$ cat src/rtl/seq_det_pkg.sv
// Shared types and elaboration helpers for the serial pattern detector.
// The detection state is derived from how many history bits are valid.
package seq_det_pkg;

    typedef enum logic [1:0] {
        DET_EMPTY   = 2'd0,
        DET_FILLING = 2'd1,
        DET_ARMED   = 2'd2
    } det_state_e;

    // Width of the fill counter: holds 0..pat_len-1.
    function automatic int fill_width(input int pat_len);
        return (pat_len < 2) ? 1 : $clog2(pat_len);
    endfunction

    function automatic bit pattern_width_ok(input int pattern_bits, input int pat_len);
        return (pat_len >= 2) && (pattern_bits == pat_len);
    endfunction

endpackage

$ cat src/rtl/sat_counter.sv
// Saturating up-counter with synchronous clear; sat flags the all-ones value.
module sat_counter #(
    parameter int W = 8
) (
    input  logic         clk,
    input  logic         reset,
    input  logic         clear,
    input  logic         inc,
    output logic [W-1:0] count,
    output logic         sat
);

    assign sat = &count;

    always_ff @(posedge clk or posedge reset) begin
        if (reset) begin
            count <= '0;
        end else if (clear) begin
            count <= '0;
        end else if (inc && !sat) begin
            count <= count + W'(1);
        end
    end

endmodule

$ cat src/rtl/seq_pattern_detector.sv
// Serial detector for a compile-time bit pattern (MSB received first), with
// selectable overlap, a registered match pulse and a saturating hit counter.
module seq_pattern_detector
    import seq_det_pkg::*;
#(
    parameter int PAT_LEN = 4,
    parameter     PATTERN = 4'b1011,
    parameter bit OVERLAP = 1'b1,
    parameter int CNT_W   = 8
) (
    input  logic             clk,
    input  logic             reset,
    input  logic             clear,
    input  logic             in_valid,
    input  logic             in,
    output logic             out,
    output logic [CNT_W-1:0] match_count,
    output logic             count_sat
);

    localparam int                 HIST_W   = PAT_LEN - 1;
    localparam int                 FILL_W   = fill_width(PAT_LEN);
    localparam logic [FILL_W-1:0]  ARM_FILL = FILL_W'(PAT_LEN - 1);
    localparam logic [PAT_LEN-1:0] PAT      = PAT_LEN'(PATTERN);

    if (!pattern_width_ok($bits(PATTERN), PAT_LEN)) begin : g_bad_pattern
        $error("seq_pattern_detector: PATTERN width must equal PAT_LEN (>= 2)");
    end

    logic [HIST_W-1:0] hist, hist_d;
    logic [FILL_W-1:0] fill, fill_d;
    logic              out_d;
    logic              match_now;
    det_state_e        state;

    always_comb begin
        if (fill == ARM_FILL)   state = DET_ARMED;
        else if (fill == '0)    state = DET_EMPTY;
        else                    state = DET_FILLING;
    end

    assign match_now = in_valid && (state == DET_ARMED) && ({hist, in} == PAT);

    always_comb begin
        hist_d = hist;
        fill_d = fill;
        out_d  = 1'b0;
        if (clear) begin
            hist_d = '0;
            fill_d = '0;
        end else if (in_valid) begin
            hist_d = HIST_W'({hist, in});
            out_d  = match_now;
            case (state)
                DET_EMPTY, DET_FILLING: fill_d = fill + FILL_W'(1);
                // Non-overlapping mode discards the history that formed the hit.
                DET_ARMED:              fill_d = (match_now && !OVERLAP) ? '0 : fill;
                default:                fill_d = '0;
            endcase
        end
    end

    always_ff @(posedge clk or posedge reset) begin
        if (reset) begin
            hist <= '0;
            fill <= '0;
            out  <= 1'b0;
        end else begin
            hist <= hist_d;
            fill <= fill_d;
            out  <= out_d;
        end
    end

    sat_counter #(.W(CNT_W)) u_hit_counter (
        .clk   (clk),
        .reset (reset),
        .clear (clear),
        .inc   (match_now),
        .count (match_count),
        .sat   (count_sat)
    );

endmodule

$ cat config.mk
export PLATFORM = sky130hd
export DESIGN_NAME = seq_pattern_detector
export DESIGN_NICKNAME = d
export VERILOG_FILES = /design/src/rtl/seq_det_pkg.sv /design/src/rtl/sat_counter.sv /design/src/rtl/seq_pattern_detector.sv
export SDC_FILE = /design/constraint.sdc
export NUM_CORES = 1
export LEC_CHECK = 0
export CORE_MARGIN = 2
export CORE_UTILIZATION = 25
export DETAILED_ROUTE_END_ITERATION = 12
export PLACE_DENSITY = 0.54
export SETUP_SLACK_MARGIN = 0.3
export SLEW_MARGIN = 15
export SYNTH_ARGS = -nofsm -noshare
export SYNTH_HDL_FRONTEND = slang
export SYNTH_SLANG_ARGS = --single-unit
$ cat constraint.sdc
create_clock -name clk -period 2 [get_ports clk]
set_input_delay 0.2 -clock clk [delete_from_list [all_inputs] [get_ports clk]]
set_output_delay 0.2 -clock clk [all_outputs]
set_load 0.1 [all_outputs]
Word-level counts from Yosys, hierarchy flattened

Index checks and enable logic that the tools add are counted.

Add/subtract/negate cells: 2
Mux-type cells: 11
Reductions and logical operators: 11
Equal/unequal tests: 5

Operators by type and width:

| kind                                          | number |
|---|---|
| 2-to-1 mux 8 bit                              | 2 |
| adder 8 x 1 -> 8 bit, second input constant   | 1 |
| AND reduction 8 bit                           | 1 |
| 2-to-1 mux 2 bit                              | 3 |
| 2-to-1 mux 3 bit                              | 2 |
| == test 2 bit, second input constant          | 2 |
| == test 4 bit, second input constant          | 1 |
| logical NOT 2 bit                             | 2 |
| one-hot mux 2 bit (2 select lines)            | 1 |
| nonzero test 2 bit                            | 2 |
| logical AND 1 bit                             | 3 |
| 2-to-1 mux 1 bit                              | 3 |
| adder 2 x 1 -> 2 bit, second input constant   | 1 |
| == test 2 x 1 -> 1 bit, second input constant | 1 |
| inequality test 2 bit, second input constant  | 1 |
| AND reduction 2 bit                           | 1 |
| OR reduction 2 bit                            | 1 |
| logical NOT 1 bit                             | 1 |

Flip-flop bits (word level): 14
Logic and storage cells: 33
Output and inout port bits: 10
Input bits: 5

Logic depth before layout (Yosys ltp)

Depth in word-level cells: 9
Depth in mapped cells: 6
Depth with buffers taken out: 5

Modules after synthesis

From an unflattened synthesis, not the netlist that was laid out.

Cell total of the unflattened synthesis: 71
Area, all modules: 764.5 µm²

Modules (own cells, without submodules):

| module               | cells an instance | instances | seq. area each (µm²) | area each (µm²) |
|---|---|---|---|---|
| sat_counter          | 46                | 1         | 200.2                | 471.7 |
| seq_pattern_detector | 25                | 1         | 150.1                | 292.8 |

Worst setup path after synthesis

No wires, ideal clock.

Path type: flip-flop to flip-flop
From: reg u_hit_counter.count[0]
To: reg u_hit_counter.count[3]
Buffers on the path: 1
Clock period less this slack: 3,011 ps
Slack: -1,011 ps
Library setup time: 136 ps
Required time: 1,864 ps
Data arrival time: 2,874 ps
Cell stages (with the launch flop): 7
Path through: dfrtp_1 > ha_1 > nand2_1 > nor3_1 > clkbuf_1 > or4_1 > a21oi_1

Longest elaborated chain between the ends: 4
Elaborated cells on any way between the ends: 7
Those cells by class: add/sub (1); mux (2); reduce/logical (4)

RTL lines:

| item                                | RTL line                   | RTL |
|---|---|---|
| from (decl)                         | sat_counter.sv:9           | `output logic [W-1:0] count,` |
| from (signal assigned)              | sat_counter.sv:21          | `count <= count + W'(1);` |
| AND reduction 8 bit                 | sat_counter.sv:13          | `assign sat = &count;` |
| named net count_sat                 | seq_pattern_detector.sv:18 | `output logic count_sat` |
| logical NOT 1 bit                   | sat_counter.sv:20          | `end else if (inc && !sat) begin` |
| logical AND 1 bit                   | sat_counter.sv:20          |  |
| nonzero test 2 bit (no source line) | -                          |  |

The timed path passes the listed nets, and every way through them passes these cells. The select of a mux whose other input is x is not followed.
A chain may end at the register's enable or synchronous reset.

Worst setup path after layout

From: reg u_hit_counter.count[1]
To: reg u_hit_counter.count[5]

Longest elaborated chain between the ends: 4
Elaborated cells on any way between the ends: 7
Those cells by class: add/sub (1); mux (2); reduce/logical (4)

RTL lines:

| item |
|---|
| parallel branches: the longest is 4 deep, another holds adder 8 x 1 -> 8 bit |

Several ways; the timed one is not identified. The select of a mux whose other input is x is not followed.

==> flow_summary.ini <==
[yosys]
synth_area_leaders = dfrtp_1 50%, mux2i_1 7.1%, a21oi_1 4.3%
synth_common_cells = 14 x dfrtp_1, 8 x nor2_1, 6 x a21oi_1
synth-xor-area-share_pct = 1.25
synth_compound_area_share_pct = 12.1
netlist_instances = 70
synth_mux_area_share_pct = 7.13
synth_cell_type_count = 26
synth_top_family_by_area = simple AND/OR/NAND/NOR gates
synth_adder_area_share_pct = 3.57
syn-cell-area_um2 = 702
synth_simple_gate_area_share_pct = 22.3
post-synth-top-count-cell = dfrtp_1
synth_edf_count = 0
seq_area_frac_synth_pct = 49.9
yosys_register_bits = 14
syn_nets = 77
avgSynthCellArea_um2 = 10.0
ys.flop_type = dfrtp_1
netlist.area_leader.share_pct = 49.9
yosys_warnings = 0
async_flop_share_pct = 100
synth_top_cell_by_area = dfrtp_1

[status]
outcome = finished, final reports clean

[routing]
antenna_left = 0
via_count = 632
post-route-drc-count = 0
wl_per_cell_um = 13.3
wirelength_um = 1690
drt-pass1-iter-count = 4
vias_per_cell = 4.98
drtIter0Drc = 8

[sta]
finClkSkew_ns = 0.00865
finalCritPeriodShare_pct = 84.6
rsz0062_at_grt = true
worst_pin_slew_ns = 0.574
hold_violations = 0
period_minus_slack_ns = 1.69
report.final.slew_viol_count = 0
finalSetupTns_ns = 0
setup_viol = 0
max_slew_margin_pct = 61.6
fmax_mhz = 591

[die]
initial_core_util_pct = 25.9
die_x_um = 57.0
ioPinCount = 15
core_area_mm2 = 0.00271
fp.dieH_um = 57.0
rows = 19
dieArea_mm2 = 0.00325

[clocking]
path_clk_slew_ns = 0.09
cts_hold_buffers = 0
clock-sinks = 14
cts_tree = built
cts_buffers = 3
cts_max_level = 1
clkLatencyLatePin_ns = 0.28
clock_path_buffers = 2
cts_root_buffer = clkbuf_4

[setup_path]
worst-path-max-fanout = 6
max_stage_delay_ns = 0.51
crit_type = flip-flop to flip-flop
cp.arrival_ns = 1.88
cpMaxStageDelayCell = dfrtp_4
cp.required_ns = 2.19
worstPathCellList = ha_4 -> nand2_4 -> nor3_4 -> buf_6 -> or4b_1 -> a21oi_1
endpoint_kind = flip-flop
reg2reg_depth = 6
critPathLaunchType = flip-flop

[place]
placed_cells = 113
place.gp.congestion = 0.709
dpl.hpwl_um = 1040
portBuffers = 14

[finish]
fin_nets = 105
final_cells = 127
diodes = 0
layout-drive-gt1-share_pct = 43.8
syn_to_final_growth_pct = 48.0
register_area_um2 = 373
n_fill_cell = 296
multi_input_area_um2 = 370

[power_and_ir_drop]
combinationalPowerShare_pct = 8.8
total_power_mw = 0.500
intPower_mw = 0.381
switchingPower_mw = 0.119
p_sw_share_pct = 23.9
p_seq_share_pct = 58.7
p_per_area_mw_per_mm2 = 482
power_leakage_nw = 0.450
peakVddDrop_v = 0.000313
p_clk_share_pct = 32.6

[global_routing]
grt_overflow = 0
grt_pass1_wl_um = 2700
track_usage_pct = 10.9
antenna_found_initial = 0
grt_max_degree = 15
grt_pass1_vias = 603

[worst_hold_path]
hp-class = input port to asynchronous set/reset pin

[job]
drv_cap = 0
## what timing repair did
action,CTS,global route
gates cloned,0,1
buffers inserted,9,1
pin swaps,6,13
setup endpoints to repair,4,6
resized for setup,4,4
## placed cells by master (no fill, tap or decap), types with 2 or more instances in the layout
cell and count:
o21ai_0 2, nor4_1 2, buf_6 2, nor2_1 8, a21oi_1 4, o31ai_1 3
dfrtp_1 6, clkbuf_4 3, clkdlybuf4s50_1 4, buf_4 18, nand4_1 2, dfrtp_4 5
mux2i_1 5, or3_1 2, nand2_1 2, inv_1 3, nand3_1 3, dfrtp_2 3
a21oi_2 2
## worst max-delay path: cells and delay by family (launching register included)
kind	cells	cell delay, ns
buf+inv	1	0.13
fa+ha+maj	1	0.18
simple gates	3	0.63
flops	1	0.51
compound gates	1	0.15
## metrics by stage
| step | utilization, % | area (um2) | hold WS [ns] | setup WS [ns] |
|---|---|---|---|---|
| 3_5_place_dp | 33.3 | 903 | 0.522 | 0.0992 |
| 3_3_place_gp | 33.3 | 903 | 0.508 | 0.144 |
| 2_1_floorplan | - | 754 | 0.0891 | 0.0974 |
| 4_1_cts | 37.3 | 1010 | 0.273 | 0.301 |
| 6_report | 38.3 | 1040 | 0.257 | 0.308 |
| 5_1_grt | 38.3 | 1040 | 0.294 | 0.248 |
## final timing paths
kind	from	endpoint	slack (ns)
setup / recovery	u_hit_counter.count[1]	u_hit_counter.count[5]	0.31
hold / removal	reset	fill[0]	0.26
setup reg to reg	u_hit_counter.count[1]	u_hit_counter.count[5]	0.31
hold reg to reg	hist[2]	hist[2]	0.53
max in group asynchronous	reset	u_hit_counter.count[3]	1.32
min in group clk	hist[2]	hist[2]	0.53
## state kept, by name (all words and copies together) (netlist names)
register	cells
hist	3
u_hit_counter.count	8
fill	2
out	1
## layout make-up
type / count / area share [%]
multi-input combinational: 50 / 35.7
clock buffer: 3 / 2.17
inverter: 3 / 1.08
sequential: 14 / 35.9
timing repair buffer: 26 / 21.4
tap: 31 / 3.73
## cells by family after synthesis
logic type / count (synthesis)
AOI/OAI and AO/OA: 14
buffers and inverters: 6
muxes: 5
DFF: 14
and+or+nand+nor: 28
xor gates and xnor gates: 1
adders and majority gates: 2
## power by group through the flow
stage               sequential [mW]  clock (mW)  combinational (mW)
floorplan                     0.298           0              0.0235
global placement              0.299           0              0.0397
detailed placement            0.300           0              0.0402
CTS                           0.293       0.168              0.0445
global route                  0.294       0.186              0.0502
finish                        0.293       0.163              0.0439
## per-layer routing
metal / share of wire, % / global-route usage (%) / wire [um]
met1: 41 / 12.6 / 695
met2: 53 / 18.6 / 902
met3: 4.8 / 3.17 / 82
met4: 0.77 / 4.98 / 13
met5: 0 / 0 / 0
Note: power is estimated with default switching activity, not from simulation.
